[src/rtl/simd_mac_pipe.sv]
// Pipelined SIMD multiply-accumulate: LANES independent BW-bit unsigned lanes.
// Latency: two register stages (products in S1; sum, reduce and accumulator in S2).
// Backpressure: a stalled output freezes both stages; in_ready = !out_valid || out_ready.
module simd_mac_pipe #(
  parameter int BW    = 8,
  parameter int LANES = 4,
  parameter int SAT   = 0
) (
  input  logic                  clk,
  input  logic                  rst_n,
  input  logic                  in_valid,
  output logic                  in_ready,
  input  logic [2:0]            mode,
  input  logic                  acc_clr,
  input  logic [LANES*BW-1:0]   din_a,
  input  logic [LANES*BW-1:0]   din_b,
  input  logic [LANES*BW-1:0]   din_c,
  output logic                  out_valid,
  input  logic                  out_ready,
  output logic [LANES*BW-1:0]   dout
);

  // Product width, and the working width that holds acc + a*b (or a*b + c) without overflow.
  localparam int PW = 2 * BW;
  localparam int FW = 2 * BW + 2;

  logic                  en;
  logic                  s1_valid;
  logic [2:0]            s1_mode;
  logic                  s1_clr;
  logic [LANES*BW-1:0]   s1_a;
  logic [LANES*BW-1:0]   s1_b;
  logic [LANES*BW-1:0]   s1_c;
  logic [LANES*PW-1:0]   s1_prod;
  logic [LANES*PW-1:0]   prod;
  logic [BW-1:0]         acc     [LANES];
  logic [BW-1:0]         acc_nxt [LANES];
  logic [LANES*BW-1:0]   res;

  // Working variables for the per-lane S2 arithmetic.
  logic [FW-1:0]         fa;
  logic [FW-1:0]         fb;
  logic [FW-1:0]         fc;
  logic [FW-1:0]         fp;
  logic [FW-1:0]         fs;
  logic [FW-1:0]         full;
  logic [BW-1:0]         red;

  // The whole pipeline advances together; it only stops when a result is stuck at the output.
  assign en       = !out_valid || out_ready;
  assign in_ready = en;

  // Full-precision per-lane products of the incoming operands.
  always_comb begin
    prod = '0;
    for (int i = 0; i < LANES; i++) begin
      prod[i*PW +: PW] = PW'(din_a[i*BW +: BW]) * PW'(din_b[i*BW +: BW]);
    end
  end

  // S1: capture products, operands and control for the beat being accepted.
  always_ff @(posedge clk or negedge rst_n) begin
    if (!rst_n) begin
      s1_valid <= 1'b0;
      s1_mode  <= 3'd0;
      s1_clr   <= 1'b0;
      s1_a     <= '0;
      s1_b     <= '0;
      s1_c     <= '0;
      s1_prod  <= '0;
    end else if (en) begin
      s1_valid <= in_valid;
      s1_mode  <= mode;
      s1_clr   <= acc_clr;
      s1_a     <= din_a;
      s1_b     <= din_b;
      s1_c     <= din_c;
      s1_prod  <= prod;
    end
  end

  // S2 combinational: per-lane add, reduction to BW bits and next accumulator value.
  always_comb begin
    res  = '0;
    fa   = '0;
    fb   = '0;
    fc   = '0;
    fp   = '0;
    fs   = '0;
    full = '0;
    red  = '0;
    for (int i = 0; i < LANES; i++) begin
      acc_nxt[i] = acc[i];
    end
    for (int i = 0; i < LANES; i++) begin
      fa = FW'(s1_a[i*BW +: BW]);
      fb = FW'(s1_b[i*BW +: BW]);
      fc = FW'(s1_c[i*BW +: BW]);
      fp = FW'(s1_prod[i*PW +: PW]);
      // acc_clr only matters to the accumulate modes, which are the only users of fs.
      fs = s1_clr ? '0 : FW'(acc[i]);
      case (s1_mode)
        3'b000:         full = fa + fb;
        3'b001:         full = fp + fc;
        3'b010, 3'b011: full = fp;
        3'b100:         full = fs + fp;
        3'b101:         full = fs + fa + fb;
        default:        full = fc;
      endcase
      if (SAT != 0 && full[FW-1:BW] != '0) begin
        red = '1;
      end else begin
        red = full[BW-1:0];
      end
      res[i*BW +: BW] = red;
      if (s1_mode[2]) begin
        acc_nxt[i] = red;
      end
    end
  end

  // S2 register: result, output valid and accumulators; bubbles leave dout and acc untouched.
  always_ff @(posedge clk or negedge rst_n) begin
    if (!rst_n) begin
      out_valid <= 1'b0;
      dout      <= '0;
      for (int i = 0; i < LANES; i++) begin
        acc[i] <= '0;
      end
    end else if (en) begin
      out_valid <= s1_valid;
      if (s1_valid) begin
        dout <= res;
        for (int i = 0; i < LANES; i++) begin
          acc[i] <= acc_nxt[i];
        end
      end
    end
  end

endmodule
[config.mk]
export PLATFORM = sky130hd
export DESIGN_NAME = simd_mac_pipe
export DESIGN_NICKNAME = d
export VERILOG_FILES = /design/src/rtl/simd_mac_pipe.sv
export SDC_FILE = /design/constraint.sdc
export NUM_CORES = 1
export LEC_CHECK = 0
export CAP_MARGIN = 40
export CORE_ASPECT_RATIO = 1.5
export CORE_MARGIN = 2
export CORE_UTILIZATION = 28
export CTS_CLUSTER_SIZE = 25
export DETAILED_ROUTE_END_ITERATION = 8
export GPL_TIMING_DRIVEN = 1
export PLACE_DENSITY = 0.43
export SLEW_MARGIN = 20
export SYNTH_ARGS = -nofsm -noshare
export SYNTH_HDL_FRONTEND = slang
export SYNTH_SLANG_ARGS = --single-unit
[constraint.sdc]
create_clock -name clk -period 8.8 [get_ports clk]
set_input_delay 1.76 -clock clk [delete_from_list [all_inputs] [get_ports clk]]
set_output_delay 1.76 -clock clk [all_outputs]
set_load 0.05 [all_outputs]
## After elaboration in Yosys (flattened, before gate mapping)

Index checks and enable logic that the tools add are counted.

| operators by class | value |
|---|---|
| equality and inequality tests | 5 |
| add/sub/neg operators | 20 |
| $mul | 4 |
| mux-type cells | 8 |
| reduce and logical (&&, ||, !) cells | 6 |

Operators by type and width:

| operator | count |
|---|---|
| 8-bit adder | 20 |
| 8-bit case mux with 5 select lines | 4 |
| 8-bit by 8-bit multiplier with 16-bit output | 3 |
| 8-bit two-way mux | 4 |
| 8-bit by 8-bit multiplier with 8-bit output | 1 |
| 3-bit by 2-bit equality test with 1-bit output (second input constant) | 2 |
| 3-bit equality test (second input constant) | 2 |
| 3-bit by 1-bit equality test with 1-bit output (second input constant) | 1 |
| 3-bit logical NOT | 1 |
| 3-bit AND reduction | 1 |
| 2-bit AND reduction | 1 |
| 2-bit OR reduction | 1 |
| 1-bit logical NOT | 1 |
| 1-bit logical OR | 1 |

| storage, ports and cells | value |
|---|---|
| output and inout port bits | 34 |
| input bits | 104 |
| logic and storage cells | 56 |
| bits in registers | 222 |

## Depth between registers and ports, before layout

| depth | value |
|---|---|
| word-level depth | 4 |
| mapped depth | 16 |
| depth with buffers taken out | 15 |

## Least setup slack after synthesis

OpenSTA, ideal clock, no wires.

| path | value |
|---|---|
| path type | input -> register |
| start | input port din_a[0] |
| end | register s1_prod[7] |
| library setup time | 164 ps |
| cell stages on the path | 13 |
| buffers on the path | 0 |
| data required time | 8636 ps |
| data arrival time | 4715 ps |
| path slack | 3921 ps |
| cell sequence | and2_1 > fa_1 > fa_1 > ha_1 > inv_1 > fa_1 > inv_1 > ha_1 > a21o_1 > a21oi_1 > xnor2_1 > xnor2_1 > a21oi_1 |

| between the ends | value |
|---|---|
| word-level cells in the longest chain between the ends | 1 |

Ends and longest elaborated chain:

| element | RTL line | source |
|---|---|---|
| start: declaration | 15 | `input logic [LANES*BW-1:0] din_a,` |
| 8-bit by 8-bit multiplier with 16-bit output | 57 | `prod[i*PW +: PW] = PW'(din_a[i*BW +: BW]) * PW'(din_b[i*BW +: BW]);` |
| end signal: assignment | 78 | `s1_prod <= prod;` |
| end: declaration | 34 | `logic [LANES*PW-1:0] s1_prod;` |

No other way between the ends.
A chain may end at the register's enable or synchronous reset.

## Worst setup path after layout

| path | value |
|---|---|
| start | input port out_ready |
| end | output port in_ready |

| between the ends | value |
|---|---|
| word-level cells in the longest chain between the ends | 1 |

Ends and longest elaborated chain:

| element | RTL line | source |
|---|---|---|
| start: declaration | 19 | `input logic out_ready,` |
| 1-bit logical OR | 50 | `assign en = !out_valid \|\| out_ready;` |
| end: declaration | 12 | `output logic in_ready,` |

No other way between the ends.

==> run summary <==
Placed Cells: 2,786
Mean routed wirelength per cell: 18.3 um
Unique masters post-synth: 62
Routed Wire Length: 51,600 um
DP HPWL: 39,500 um
CP required: 7.04 ns
Crit path from: out_ready
Largest net degree at the start of global routing: 77
Final setup TNS: 0 ns
Startpoint types: primary input
CP arrival: 3.73 ns
Seq pwr share: 28.0%
Initial antenna violation count: 1
Vias: 13,400
First-pass GRT wire length: 82,200 um
Drt via density: 4.74
Reg-to-Reg Start: s1_mode[0]
EDFF count, synth: 0
Peak VDD IR: 0.107 mV
Initial core utilization: 28.4%
P_int: 2.76 mW
Crit Path Category: primary input to output pin
# IOs: 138
Hold buffer count at CTS: 0
Vias in the first global route: 14,000
Switching power: 2.20 mW
Worst-margin pin slew: 0.800 ns
Hold Violations, Final: 0
Final core utilization: 33.4%
Post-synthesis sequential area ratio: 30.1%
Pre-CTS WS: 3.08 ns
Longest Clk Path Bufs: 2
ANT cells: 0
Non-Filler Instances: 2,820
Setup bufs post-CTS: 0
Post-synthesis register bit count: 198
Min-Delay Path Class: flop to flop
PnR worst setup slack: 3.31 ns
CP max FO: 61
Clk network pwr share: 17.6%
Cell Area, Synth: 16,400 um2
Relative slew slack: 46.7%
Most frequent cells in the layout: nand2_1, dfrtp_1, ha_1, inv_1, clkdlybuf4s50_1
Unrepaired setup endpoints after global routing: no
P_leak: 9.07 nW
Post-route ant nets: 0
Post-route minimum period: 5.49 ns
Chip width: 202 um
Die footprint: 60,700 um2
Sw Ratio: 44.3%
1st-iter DRT viols: 704
Clk root buf: clkbuf_16
Power Density: 256 nW/um2
Cts repair resizes: 0
PortBufs: 137
# rows: 108
Hold path start: acc[0]
Worst-Skew Late Latency: 0.46 ns
Skew final: 0.0154 ns
Design area: 19,300 um2
Tot Pwr: 4.95 mW
Share of layout cells above drive strength 1: 4.78%
Area of the multi-input gates: 10,700 um2
Routability cong.: 0.834
Clk slew on worst S/H paths: 0.08 ns
Commonest non-fill, non-tap cell in the layout: nand2_1
Mapped Nets: 2,268
GR Overflow Total: 0
Layout area overhead: 17.6%
CP endpoint kind: output pin
Syn_area_per_cell: 8.51 um2
Fillcell total: 6,102
Fin Hold WS: 0.472 ns
Placement Cell Area: 18,700 um2
Dominant synthesized flop cell: dfrtp_1
GRT Resource Usage Total: 17.5%
H-tree level count: 4
Die H: 301 um
Final Max Slew Viols: 0
Gate count of the mapped netlist: 1,932
Finish-stage setup viols: 0
Status: finished clean
Max Freq: 182 MHz
CTS tree: yes
Number of buffers created by CTS: 17
Drt pass-1 iters: 7
Max cap viols: 0
Syn. warnings: 0
Final-stage net count: 2,373
Post-route DRC: 0
Tcrit/Tclk final: 62.4%
Combinational share of power: 54.4%
Area of the core: 58,000 um2
Post-synthesis async set-or-reset flop share: 100%
Clock net sink count: 198
Reg area: 4960 um2
==> worst paths after layout <==
check,cells past startpoint,end,slack (ns)
worst max-delay path,5,in_ready,3.31
worst min-delay path,2,acc[0],0.47
worst max register to register,12,acc[21],4.51
worst min register to register,2,acc[0],0.47
max in group asynchronous,3,s1_clr,6.39
min in group asynchronous,1,s1_prod[3],1.32
==> metal layers <==
layer,global-route usage (%),wire length (um),up-vias
met3,1.86,1420,54
met4,5.15,1180,0
met2,30.6,25600,205
met1,22.7,23500,6547
met5,0,0,-
li1,-,-,6552
==> power groups by stage <==
stage | Combinational, mW | Clock, mW | Sequential (mW)
2_1_floorplan | 1.72 | 0 | 1.56
3_3_place_gp | 2.68 | 0 | 1.40
3_5_place_dp | 2.71 | 0 | 1.40
4_1_cts | 2.72 | 0.900 | 1.39
5_1_grt | 3.02 | 0.928 | 1.43
6_report | 2.70 | 0.871 | 1.39
==> synthesized netlist by cell type (all sizes together) (9+ instances only) <==
| library cell | instances | area, um2 |
|---|---|---|
| nand2b | 26 | 163 |
| a21oi | 91 | 455 |
| o21ai | 118 | 591 |
| xor2 | 32 | 288 |
| nor2b | 48 | 300 |
| ha | 144 | 1800 |
| mux2 | 32 | 360 |
| xnor2 | 87 | 762 |
| clkbuf | 55 | 206 |
| mux2i | 16 | 173 |
| and2 | 86 | 538 |
| nand2 | 523 | 1960 |
| dfrtp | 198 | 4950 |
| o21a | 9 | 67.6 |
| a211oi | 10 | 75.1 |
| nor2 | 58 | 218 |
| o31ai | 15 | 113 |
| a221oi | 11 | 103 |
| buf | 18 | 76.3 |
| inv | 142 | 533 |
| fa | 88 | 1760 |
| a21o | 24 | 180 |
| nor3 | 9 | 50.1 |
| nand3 | 9 | 45.0 |
==> critical path, stage by stage <==
cell and delay (ns):
clkdlybuf4s50_1 0.44, nor2b_4 0.11, buf_4 0.59, inv_4 0.09, clkdlybuf4s50_1 0.74
==> state kept, by name, summed over array words and instances (netlist names), 3 cells and up <==
name     count
s1_b        32
s1_a        32
s1_c        32
dout        32
acc         32
s1_prod     32
s1_mode      3
==> cell type report <==
| type | count | share of cell area [%] |
|---|---|---|
| clock buffers | 20 | 2.36 |
| inverters | 142 | 2.77 |
| repair buffers | 159 | 8.13 |
| multi-input cells | 1519 | 55.2 |
| clock inverters | 12 | 0.893 |
| well taps | 770 | 4.98 |
| flip-flops and latches | 198 | 25.6 |
==> logic make-up after synthesis <==
| family | count (synthesis) | share of synthesized area [%] |
|---|---|---|
| muxes | 49 | 3.38 |
| xor gates and xnor gates | 119 | 6.39 |
| and+or+nand+nor | 786 | 21.2 |
| buffers and inverters | 215 | 4.96 |
| adders and majority gates | 232 | 21.7 |
| DFF | 198 | 30.1 |
| AOI/OAI and AO/OA | 333 | 12.3 |
Power figures use the tool's default switching activity.
